## src/rtl/bitcol_scheduler.sv

```systemverilog
// Control stage for the bit-serial MAC: splits a 16x8 weight tile into non-zero bit-columns
// (MSB first), emits registered mux/mode controls per column, then one drain cycle and tile_done.
module bitcol_scheduler #(
  parameter int DATA_WIDTH = 8,
  parameter int VEC_LENGTH = 16,
  parameter int SEL_WIDTH  = 3
) (
  input  logic                                  clk,
  input  logic                                  reset,
  input  logic                                  w_valid,
  output logic                                  w_ready,
  input  logic [VEC_LENGTH-1:0][DATA_WIDTH-1:0] w_in,
  input  logic                                  stall,
  output logic                                  mac_en,
  output logic                                  load_accum,
  output logic [7:0][SEL_WIDTH-1:0]             act_sel,
  output logic [7:0]                            act_val,
  output logic [1:0]                            is_skip_zero,
  output logic [2:0]                            column_idx,
  output logic                                  is_msb,
  output logic                                  en_mul,
  output logic                                  mul_const,
  output logic [1:0]                            shift_mul_sel,
  output logic                                  busy,
  output logic                                  tile_done
);

  localparam int LW = $clog2(VEC_LENGTH);
  localparam int CW = $clog2(DATA_WIDTH);

  typedef enum logic [1:0] {IDLE, ISSUE, DRAIN, DONE} state_e;

  state_e                                state_q;
  logic [VEC_LENGTH-1:0][DATA_WIDTH-1:0] wt_q;
  logic [DATA_WIDTH-1:0]                 rem_q;
  logic                                  mac_en_q, load_q, msb_q, done_q;
  logic [7:0][SEL_WIDTH-1:0]             sel_q;
  logic [7:0]                            val_q;
  logic [1:0]                            sz_q;
  logic [2:0]                            col_q;

  logic [VEC_LENGTH-1:0][DATA_WIDTH-1:0] src;
  logic [DATA_WIDTH-1:0]                 nz, avail, rem_d;
  logic [2:0]                            col_d;
  logic [7:0][SEL_WIDTH-1:0]             sel_d;
  logic [7:0]                            val_d;
  logic [1:0]                            sz_d;
  logic [7:0]                            gbits;
  logic [3:0]                            pc;
  logic                                  want;
  int unsigned                           tk;

  // In IDLE the first column is encoded straight from w_in so it can be registered at the handshake edge.
  always_comb begin
    src   = (state_q == IDLE) ? w_in : wt_q;
    nz    = '0;
    for (int unsigned l = 0; l < VEC_LENGTH; l++) nz = nz | w_in[LW'(l)];
    avail = (state_q == IDLE) ? nz : rem_q;
    col_d = '0;
    for (int unsigned c = 0; c < DATA_WIDTH; c++)
      if (avail[CW'(c)]) col_d = 3'(c);
    rem_d = avail;
    rem_d[CW'(col_d)] = 1'b0;
    sel_d = '0;
    val_d = '0;
    sz_d  = '1;
    gbits = '0;
    pc    = '0;
    want  = 1'b1;
    tk    = 0;
    for (int unsigned g = 0; g < 2; g++) begin
      pc = '0;
      for (int unsigned j = 0; j < 8; j++) begin
        gbits[3'(j)] = src[LW'(8*g+j)][CW'(col_d)];
        pc = pc + 4'(gbits[3'(j)]);
      end
      // Encode whichever polarity is sparser: ones when pc<=4, otherwise the (<=3) zeros.
      want = (pc <= 4'd4);
      sz_d[1'(g)] = want;
      tk = 0;
      for (int unsigned p = 0; p < 8; p++) begin
        if (gbits[3'(p)] == want && tk < 4) begin
          sel_d[3'(4*g+tk)] = SEL_WIDTH'(p - tk);
          val_d[3'(4*g+tk)] = 1'b1;
          tk = tk + 1;
        end
      end
    end
  end

  always_ff @(posedge clk) begin
    if (reset) begin
      state_q  <= IDLE;
      wt_q     <= '0;
      rem_q    <= '0;
      mac_en_q <= 1'b0;
      load_q   <= 1'b0;
      sel_q    <= '0;
      val_q    <= '0;
      sz_q     <= '1;
      col_q    <= '0;
      msb_q    <= 1'b0;
      done_q   <= 1'b0;
    end else if (!stall) begin
      case (state_q)
        IDLE: begin
          if (w_valid) begin
            state_q  <= ISSUE;
            wt_q     <= w_in;
            rem_q    <= rem_d;
            mac_en_q <= 1'b1;
            load_q   <= 1'b1;
            sel_q    <= sel_d;
            val_q    <= val_d;
            sz_q     <= sz_d;
            col_q    <= col_d;
            msb_q    <= (col_d == 3'(DATA_WIDTH-1));
          end
        end
        ISSUE: begin
          load_q <= 1'b0;
          if (rem_q == '0) begin
            state_q <= DRAIN;
            sel_q   <= '0;
            val_q   <= '0;
            sz_q    <= '1;
            col_q   <= '0;
            msb_q   <= 1'b0;
          end else begin
            rem_q <= rem_d;
            sel_q <= sel_d;
            val_q <= val_d;
            sz_q  <= sz_d;
            col_q <= col_d;
            msb_q <= (col_d == 3'(DATA_WIDTH-1));
          end
        end
        DRAIN: begin
          state_q  <= DONE;
          mac_en_q <= 1'b0;
          done_q   <= 1'b1;
        end
        DONE: begin
          state_q <= IDLE;
          done_q  <= 1'b0;
        end
        default: state_q <= IDLE;
      endcase
    end
  end

  // Stall gates the enable-type outputs immediately; everything else simply holds.
  assign w_ready       = (state_q == IDLE) && !stall;
  assign mac_en        = mac_en_q && !stall;
  assign tile_done     = done_q && !stall;
  assign busy          = (state_q != IDLE);
  assign load_accum    = load_q;
  assign act_sel       = sel_q;
  assign act_val       = val_q;
  assign is_skip_zero  = sz_q;
  assign column_idx    = col_q;
  assign is_msb        = msb_q;
  assign en_mul        = 1'b0;
  assign mul_const     = 1'b0;
  assign shift_mul_sel = 2'b00;

endmodule

```

## config.mk

```make
export PLATFORM = sky130hd
export DESIGN_NAME = bitcol_scheduler
export DESIGN_NICKNAME = d
export VERILOG_FILES = /design/src/rtl/bitcol_scheduler.sv
export SDC_FILE = /design/constraint.sdc
export NUM_CORES = 1
export LEC_CHECK = 0
export CORE_ASPECT_RATIO = 1.75
export CORE_MARGIN = 5
export CORE_UTILIZATION = 56
export CTS_BUF_LIST = sky130_fd_sc_hd__clkbuf_4
export DETAILED_ROUTE_END_ITERATION = 7
export GPL_ROUTABILITY_DRIVEN = 0
export GPL_TIMING_DRIVEN = 0
export PLACE_DENSITY = 0.81
export SYNTH_ARGS = -nofsm -noshare
export SYNTH_HDL_FRONTEND = slang
export SYNTH_SLANG_ARGS = --single-unit
```

## constraint.sdc

```tcl
create_clock -name clk -period 13.7 [get_ports clk]
set_clock_uncertainty 0.05 [all_clocks]
set_input_delay 1.37 -clock clk [delete_from_list [all_inputs] [get_ports clk]]
set_output_delay 1.37 -clock clk [all_outputs]
set_load 0.01 [all_outputs]
```

==> impl_metrics.tcl <==
set metrics [dict create \
    outcome "completed" \
    timing.critical_path.to_type "flop" \
    wire_per_inst_um 23.67 \
    standard_cell_with_the_maximum_stage_delay_on_the_critical_path "o22ai_1" \
    detailedRoute.firstPassIterationCount 6 \
    synth-seq-area-share 0.2796 \
    tritoncts.num_buffers 17 \
    regToRegEndpoint "act_val[7]" \
    yosys.area.top_type_share 0.2796 \
    cts.root.buffer_cell "clkbuf_4" \
    post-route-drc-count 0 \
    synth_flop_cell "dfxtp_1" \
    ff2ff_path_depth 44 \
    vias 14270 \
    rsz0062_at_grt "false" \
    initial_core_util 0.5658 \
    synth_cells 1617 \
    route.antenna.remaining_nets 0 \
    clock_path_buffers 2 \
    num_io_pins 179 \
    total_wire_length_after_detailed_routing_mm 50.33 \
    ys_seq_elements 179 \
    routed_met3_length_mm 4.626 \
    slew_viol_final 0 \
    cts_htree_levels 4 \
    hp-class "flop to flop" \
    clkTransAtPathRegs_ns 0.18 \
    syn_area_per_cell_um2 7.927 \
    worstHoldEndpoint "act_sel[3]" \
    initialDrtViolationCount 1771 \
    highest-signal-layer "met4" \
    vias_per_cell 6.714 \
    grt_first_pass_wirelength_mm 75.56 \
    synth_enable_flop_cells 0 \
    floorplan.die_area_mm2 0.02613 \
    hold_depth 2 \
    critical_path.max_fanout 10 \
    synthDominantAreaCellType "dfxtp_1" \
    final_std_cells_w_o_fill 2126 \
    synth.area.top_cells "dfxtp_1 28%, nand2_1 11%, a21oi_1 7.3%, mux2i_1 5.2%, mux4_2 4.9%" \
    regToRegStartpoint "state_q[1]" \
    total_negative_setup_slack_ns 0 \
    synth.distinct_cells 115 \
    cp.required_ns 14.17 \
    numPortBuffers 174 \
    detail_route.wirelength.met1_mm 16.06 \
    postSynth.asyncResetShare 0 \
    cp_data_arrival_time_ns 13.73 \
    core_region_area_mm2 0.02265 \
    grt_antenna_before_repair 1 \
    postLayoutSetupSlackWorst_ns 0.4372 \
    startpoint_type "primary input" \
    cts.sinks 179 \
    postCtsSetupRepairBufs 0 \
    worstPathBufferInverterCount 8 \
    placementRows 73 \
    syn-cell-area_mm2 0.01282 \
    drive_above_1_share 0.09973 \
    max_frequency_mhz 75.40 \
    area_growth_syn_to_layout_pct 18.93 \
    grt_start_max_net_pins 17 \
    die_height_um 210.1 \
    report.final.hold_viol_count 0 \
    post-place-cells 2094 \
    die_width_um 124.4 \
    path_class "primary input to flop" \
    timing.reg2reg.setup_slack_ns 0.67 \
    yosys_warnings 0 \
    grt_util_all_layers 0.3677 \
    cts_tree "built" \
    met2_wirelength_mm 24.28 \
    drv.max_cap_violation_count 0 \
    timing.final.crit_period_ns 13.26 \
    critPathMaxStageDelay_ns 0.69 \
    insertion_delay_ns 0.62 \
    critical-path-top-delay-family "adder cells" \
    grt.overflow.total 0 \
    remaining_max_slew_budget_at_the_tightest_pin 0.1303 \
    post-route-period-util 0.9681 \
    dpl_worst_slack_ns -0.03350 \
    final-setup-viol-count 0 \
    timing.hold.worst.start "act_sel[3]" \
    tightest_slew_ns 1.299 \
    layout_net_count 1984 \
    detailedPlacementHpwl_mm 39.10 \
    first_global_vias 13890 \
]
==> stage by stage <==
step | hold slack [ns] | utilization | cell area (um^2)
finish | 0.3982 | 0.6729 | 15240
global route | 0.4262 | 0.6729 | 15240
CTS | 0.4012 | 0.6721 | 15220
detailed placement | 0.3823 | 0.6598 | 14950
global placement | 0.3762 | 0.6598 | 14950
floorplan | 0.3818 | - | 12830
==> layout make-up <==
class / count / area [um^2]
Sequential cell: 179 / 3583
Buffer: 97 / 457.9
Antenna cell: 1 / 2.502
Fill cell: 2050 / 7408
Clock inverter: 14 / 151.4
Multi-Input combinational cell: 1278 / 8556
Clock buffer: 17 / 127.6
Inverter: 66 / 247.7
Tap cell: 300 / 375.4
Timing Repair Buffer: 174 / 1742
==> how the worst max path moves through the flow <==
stage | slack, ns | cells past startpoint | to | from
after floorplan | 3.07 | 41 | act_sel[20] | w_in[13]
after global placement | 0.04 | 42 | act_val[7] | w_in[44]
after detailed placement | -0.03 | 42 | act_val[7] | w_in[44]
after CTS | 0.54 | 42 | act_sel[20] | w_in[44]
after global routing | 0.009 | 42 | act_sel[20] | w_in[14]
final | 0.44 | 42 | act_val[7] | w_in[6]
==> repair_timing <==
action,4_1_cts,5_1_grt
hold buffers,0,0
hold endpoints to repair,0,0
gates resized for setup,0,4
setup endpoints to repair,0,17
==> registers in the layout, summed over array words and instances (netlist names) <==
signal / count
act_val: 8
rem_q: 8
wt_q: 128
is_skip_zero: 2
column_idx: 3
state_q: 2
is_msb: 1
load_accum: 1
done_q: 1
act_sel: 24
mac_en_q: 1
==> synth_stat cells, drive strengths merged, types with 22 or more instances <==
cell	count
o21ai	53
o211ai	23
xnor2	28
mux4	28
ha	31
nand3	47
nand2	361
o22ai	22
mux2	28
nor2	75
inv	64
mux2i	68
dfxtp	179
a21oi	194
nor3	30
clkbuf	65
buf	32
nor4	32
==> cell usage in the layout (no fill, tap or decap), types with 6 or more instances in the layout <==
master	n
buf_2	15
fa_1	8
and3_1	11
clkbuf_4	17
o21ai_1	7
mux4_2	28
nor2_1	71
ha_1	31
a22oi_1	10
a31oi_1	6
nor4_1	29
a221oi_1	7
nand4_1	11
nor2b_1	10
a311oi_1	7
clkdlybuf4s50_1	174
a211oi_1	20
or3_1	9
mux2i_1	67
inv_1	60
o21ai_0	44
xnor2_1	26
mux2_2	26
nor3_1	28
o211ai_1	21
nand2_1	359
nand3_1	47
and2_1	7
buf_4	14
dfxtp_1	179
clkbuf_1	65
o22a_1	8
o22ai_1	19
a21oi_1	188
==> worst reg2reg max path: cells and delay by family, from the launching register on <==
| family | cells | cell delay [ns] |
|---|---|---|
| AO/OA/AOI/OAI | 12 | 3.07 |
| AND/OR/NAND/NOR | 11 | 3.51 |
| XOR/XNOR | 1 | 0.15 |
| multiplexers | 1 | 0.44 |
| flip-flops | 1 | 0.38 |
| adder cells (fa/ha/maj) | 10 | 3.83 |
| buffers and inverters | 9 | 1.51 |
==> logic make-up after synthesis <==
kind of cell | after synthesis | synth area share
simple gates | 631 | 0.2275
compound gates | 448 | 0.2431
flops | 179 | 0.2796
buf+inv | 163 | 0.05506
mux | 124 | 0.1275
fa+ha+maj | 40 | 0.04354
xor+xnor | 31 | 0.02343
other cells | 1 | 0.0002926
==> layer usage <==
metal | up-vias | GRT usage
li1 | 6281 | -
met1 | 6632 | 0.3598
met2 | 1035 | 0.6411
met3 | 326 | 0.07480
met4 | 0 | 0.3458
met5 | - | 0
Power is left out: the tool's default activity adds up to more than one toggle a clock period on the data nets, which glitch-free logic cannot reach.
==> patch, RTL diff (same flow settings) <==
`DATA_WIDTH`: 8 -> 4.
--- a/src/rtl/bitcol_scheduler.sv
+++ b/src/rtl/bitcol_scheduler.sv
@@ -1,7 +1,7 @@
 // Control stage for the bit-serial MAC: splits a 16x8 weight tile into non-zero bit-columns
 // (MSB first), emits registered mux/mode controls per column, then one drain cycle and tile_done.
 module bitcol_scheduler #(
-  parameter int DATA_WIDTH = 8,
+  parameter int DATA_WIDTH = 4,
   parameter int VEC_LENGTH = 16,
   parameter int SEL_WIDTH  = 3
 ) (
Ports: changed (resized w_in); port bits go from 179 to 115. The function was not compared with the original's and may differ.
==> patch against the original RTL <==
  * The flow now finishes with violations (design-rule violations)
  * Synthesized area is 29% lower
  * Wire length is 36% lower
  * Synthesized cell count is 25% lower
  * Design area is 31% lower
  * Cell count is 28% lower
  * Critical path depth is 3 lower
  * Sequential share of layout area is 2.6 points lower
  * Setup slack better by 1.1 ns
  * Count of clock-buffer cells in the layout is 7 lower
  * Sequential cell count is 69 lower
Power is left out: the tool's default activity adds up to more than one toggle a clock period on the data nets, which glitch-free logic cannot reach.
==> patch: results (changes against the original RTL) <==
[clock_tree]
cts_root_buffer = clkbuf_4  ; unchanged
post_cts_buffers = 0  ; unchanged
clock_path_buffers = 2  ; unchanged
clk_latency_ns = 0.50  ; was 0.62 ns
postCtsResizedCells = 0  ; unchanged
path_clk_slew_ns = 0.19
htreeDepth = 3  ; was 4
numCtsBuffers = 9  ; was 17

[cells_and_area]
nets = 1436  ; was 1,984
nFillCells = 1460  ; was 2,050
drive_gt1_share_pct = 8.396  ; was 9.973%
largest_reg_flops = 64  ; was 128
top_register = wt_q  ; unchanged

[drt]
vias = 10100  ; was 14,270
drc = 2  ; was 0
first_pass_iters = 8  ; was 6
drtIter0Drc = 756  ; was 1,771
wl_per_cell_um = 21.22  ; was 23.67 um

[logic_synthesis]
ys_types = 102  ; was 115
yosysTopAreaCellShare_pct = 24.25  ; was 27.96%
yosysMostFrequentCell = nand2_1  ; unchanged
synth-seq-area-share_pct = 24.25  ; was 27.96%
async_reset_ff_share_pct = 0  ; unchanged
synth_area_leaders = dfxtp_1 24%, nand2_1 8.3%, a21oi_1 6.9%  ; was dfxtp_1 28%, nand2_1 11%, a21oi_1 7.3%
synthTopCellsByCount = 200 x nand2_1, 126 x a21oi_1, 110 x dfxtp_1  ; was 359 x nand2_1, 188 x a21oi_1, 179 x dfxtp_1
synth-main-ff-cell = dfxtp_1  ; unchanged
ys_warn_count = 0  ; unchanged

[placed_design]
port_buffers = 109  ; was 174
hpwl_um = 25610  ; was 39,100 um
place_area_um2 = 10420  ; was 14,950 um2

[setup_path]
crit_family = adder cells  ; unchanged
rrSetupSlack_ns = 2.65  ; was 0.67 ns
rr_worst_depth = 40  ; was 44
slowest_delay_ns = 0.87  ; was 0.69 ns
crit_fanout = 10  ; unchanged
r2r_start = state_q[0]  ; was state_q[1]
cp.arrival_ns = 12.52  ; was 13.73 ns
startpoint = w_in[18]  ; was w_in[6]
crit_slowest_cell = nor4_1  ; was o22ai_1
endpoint = act_sel[7]  ; was act_val[7]

[run_status]
status = finished, violations left  ; was completed
violations = design-rule violations

[grt]
grt_pass1_vias = 9781  ; was 13,890
grt_max_degree = 20  ; was 17
antenna_found_initial = 1  ; unchanged
grt_pass1_wl_um = 49980  ; was 75,560 um
grtUsageTotal_pct = 33.49  ; was 36.77%

[sta]
slew_headroom_pct = 30.06  ; was 13.03%
tns_ns = 0  ; unchanged

[hold_path]
hold_path.class = flip-flop to flip-flop  ; unchanged

patch: area by class of cell:
cell class | instances | share of cell area, %
multi-input cells | 964 | 59.68
flip-flops and latches | 110 | 20.87
repair buffers | 109 | 10.34
plain buffers | 77 | 3.593
well taps | 189 | 2.241
inverters | 58 | 2.063
clock buffers | 10 | 0.7114
clock inverters | 6 | 0.4861
diodes | 1 | 0.02371
patch: worst min-delay path by stage:
stage	from	end	slack, ns	cells past startpoint
floorplan	wt_q[24]	wt_q[24]	0.38	2
global placement	act_sel[2]	act_sel[2]	0.39	2
detailed placement	wt_q[24]	wt_q[24]	0.39	2
CTS	wt_q[24]	wt_q[24]	0.42	2
global route	wt_q[30]	wt_q[30]	0.43	2
finish	wt_q[22]	wt_q[22]	0.42	2
patch: kinds of logic (layout without fill, tap and decap cells):
family                   after synthesis  count (layout)  synth area share, %
multiplexers                          64              64                7.495
AND/OR/NAND/NOR                      475             475                25.79
adder cells (fa/ha/maj)               42              42                6.365
other                                  1               6              0.04129
AO/OA/AOI/OAI                        346             346                26.19
buffers and inverters                135             260                6.572
flip-flops                           110             110                24.25
XOR/XNOR                              32              32                3.293
patch: metrics by stage:
stage | utilization (%) | setup WS (ns) | cells | hold WS [ns]
2_1_floorplan | - | 3.827 | 1209 | 0.3824
3_3_place_gp | 65.35 | 1.693 | 1507 | 0.3856
3_5_place_dp | 65.35 | 1.550 | 1507 | 0.3938
4_1_cts | 66.14 | 2.031 | 1523 | 0.4161
5_1_grt | 66.15 | 1.049 | 1524 | 0.4292
6_report | 66.15 | 1.586 | 1524 | 0.4160
patch: routing by layer:
layer  track usage (%)  routed length, um  share of wire [%]
met4             30.20               3308                 10
met3             5.759               2379                7.4
met5                 0                  0                  0
met2             59.84              16020                 50
met1             32.43              10640                 33
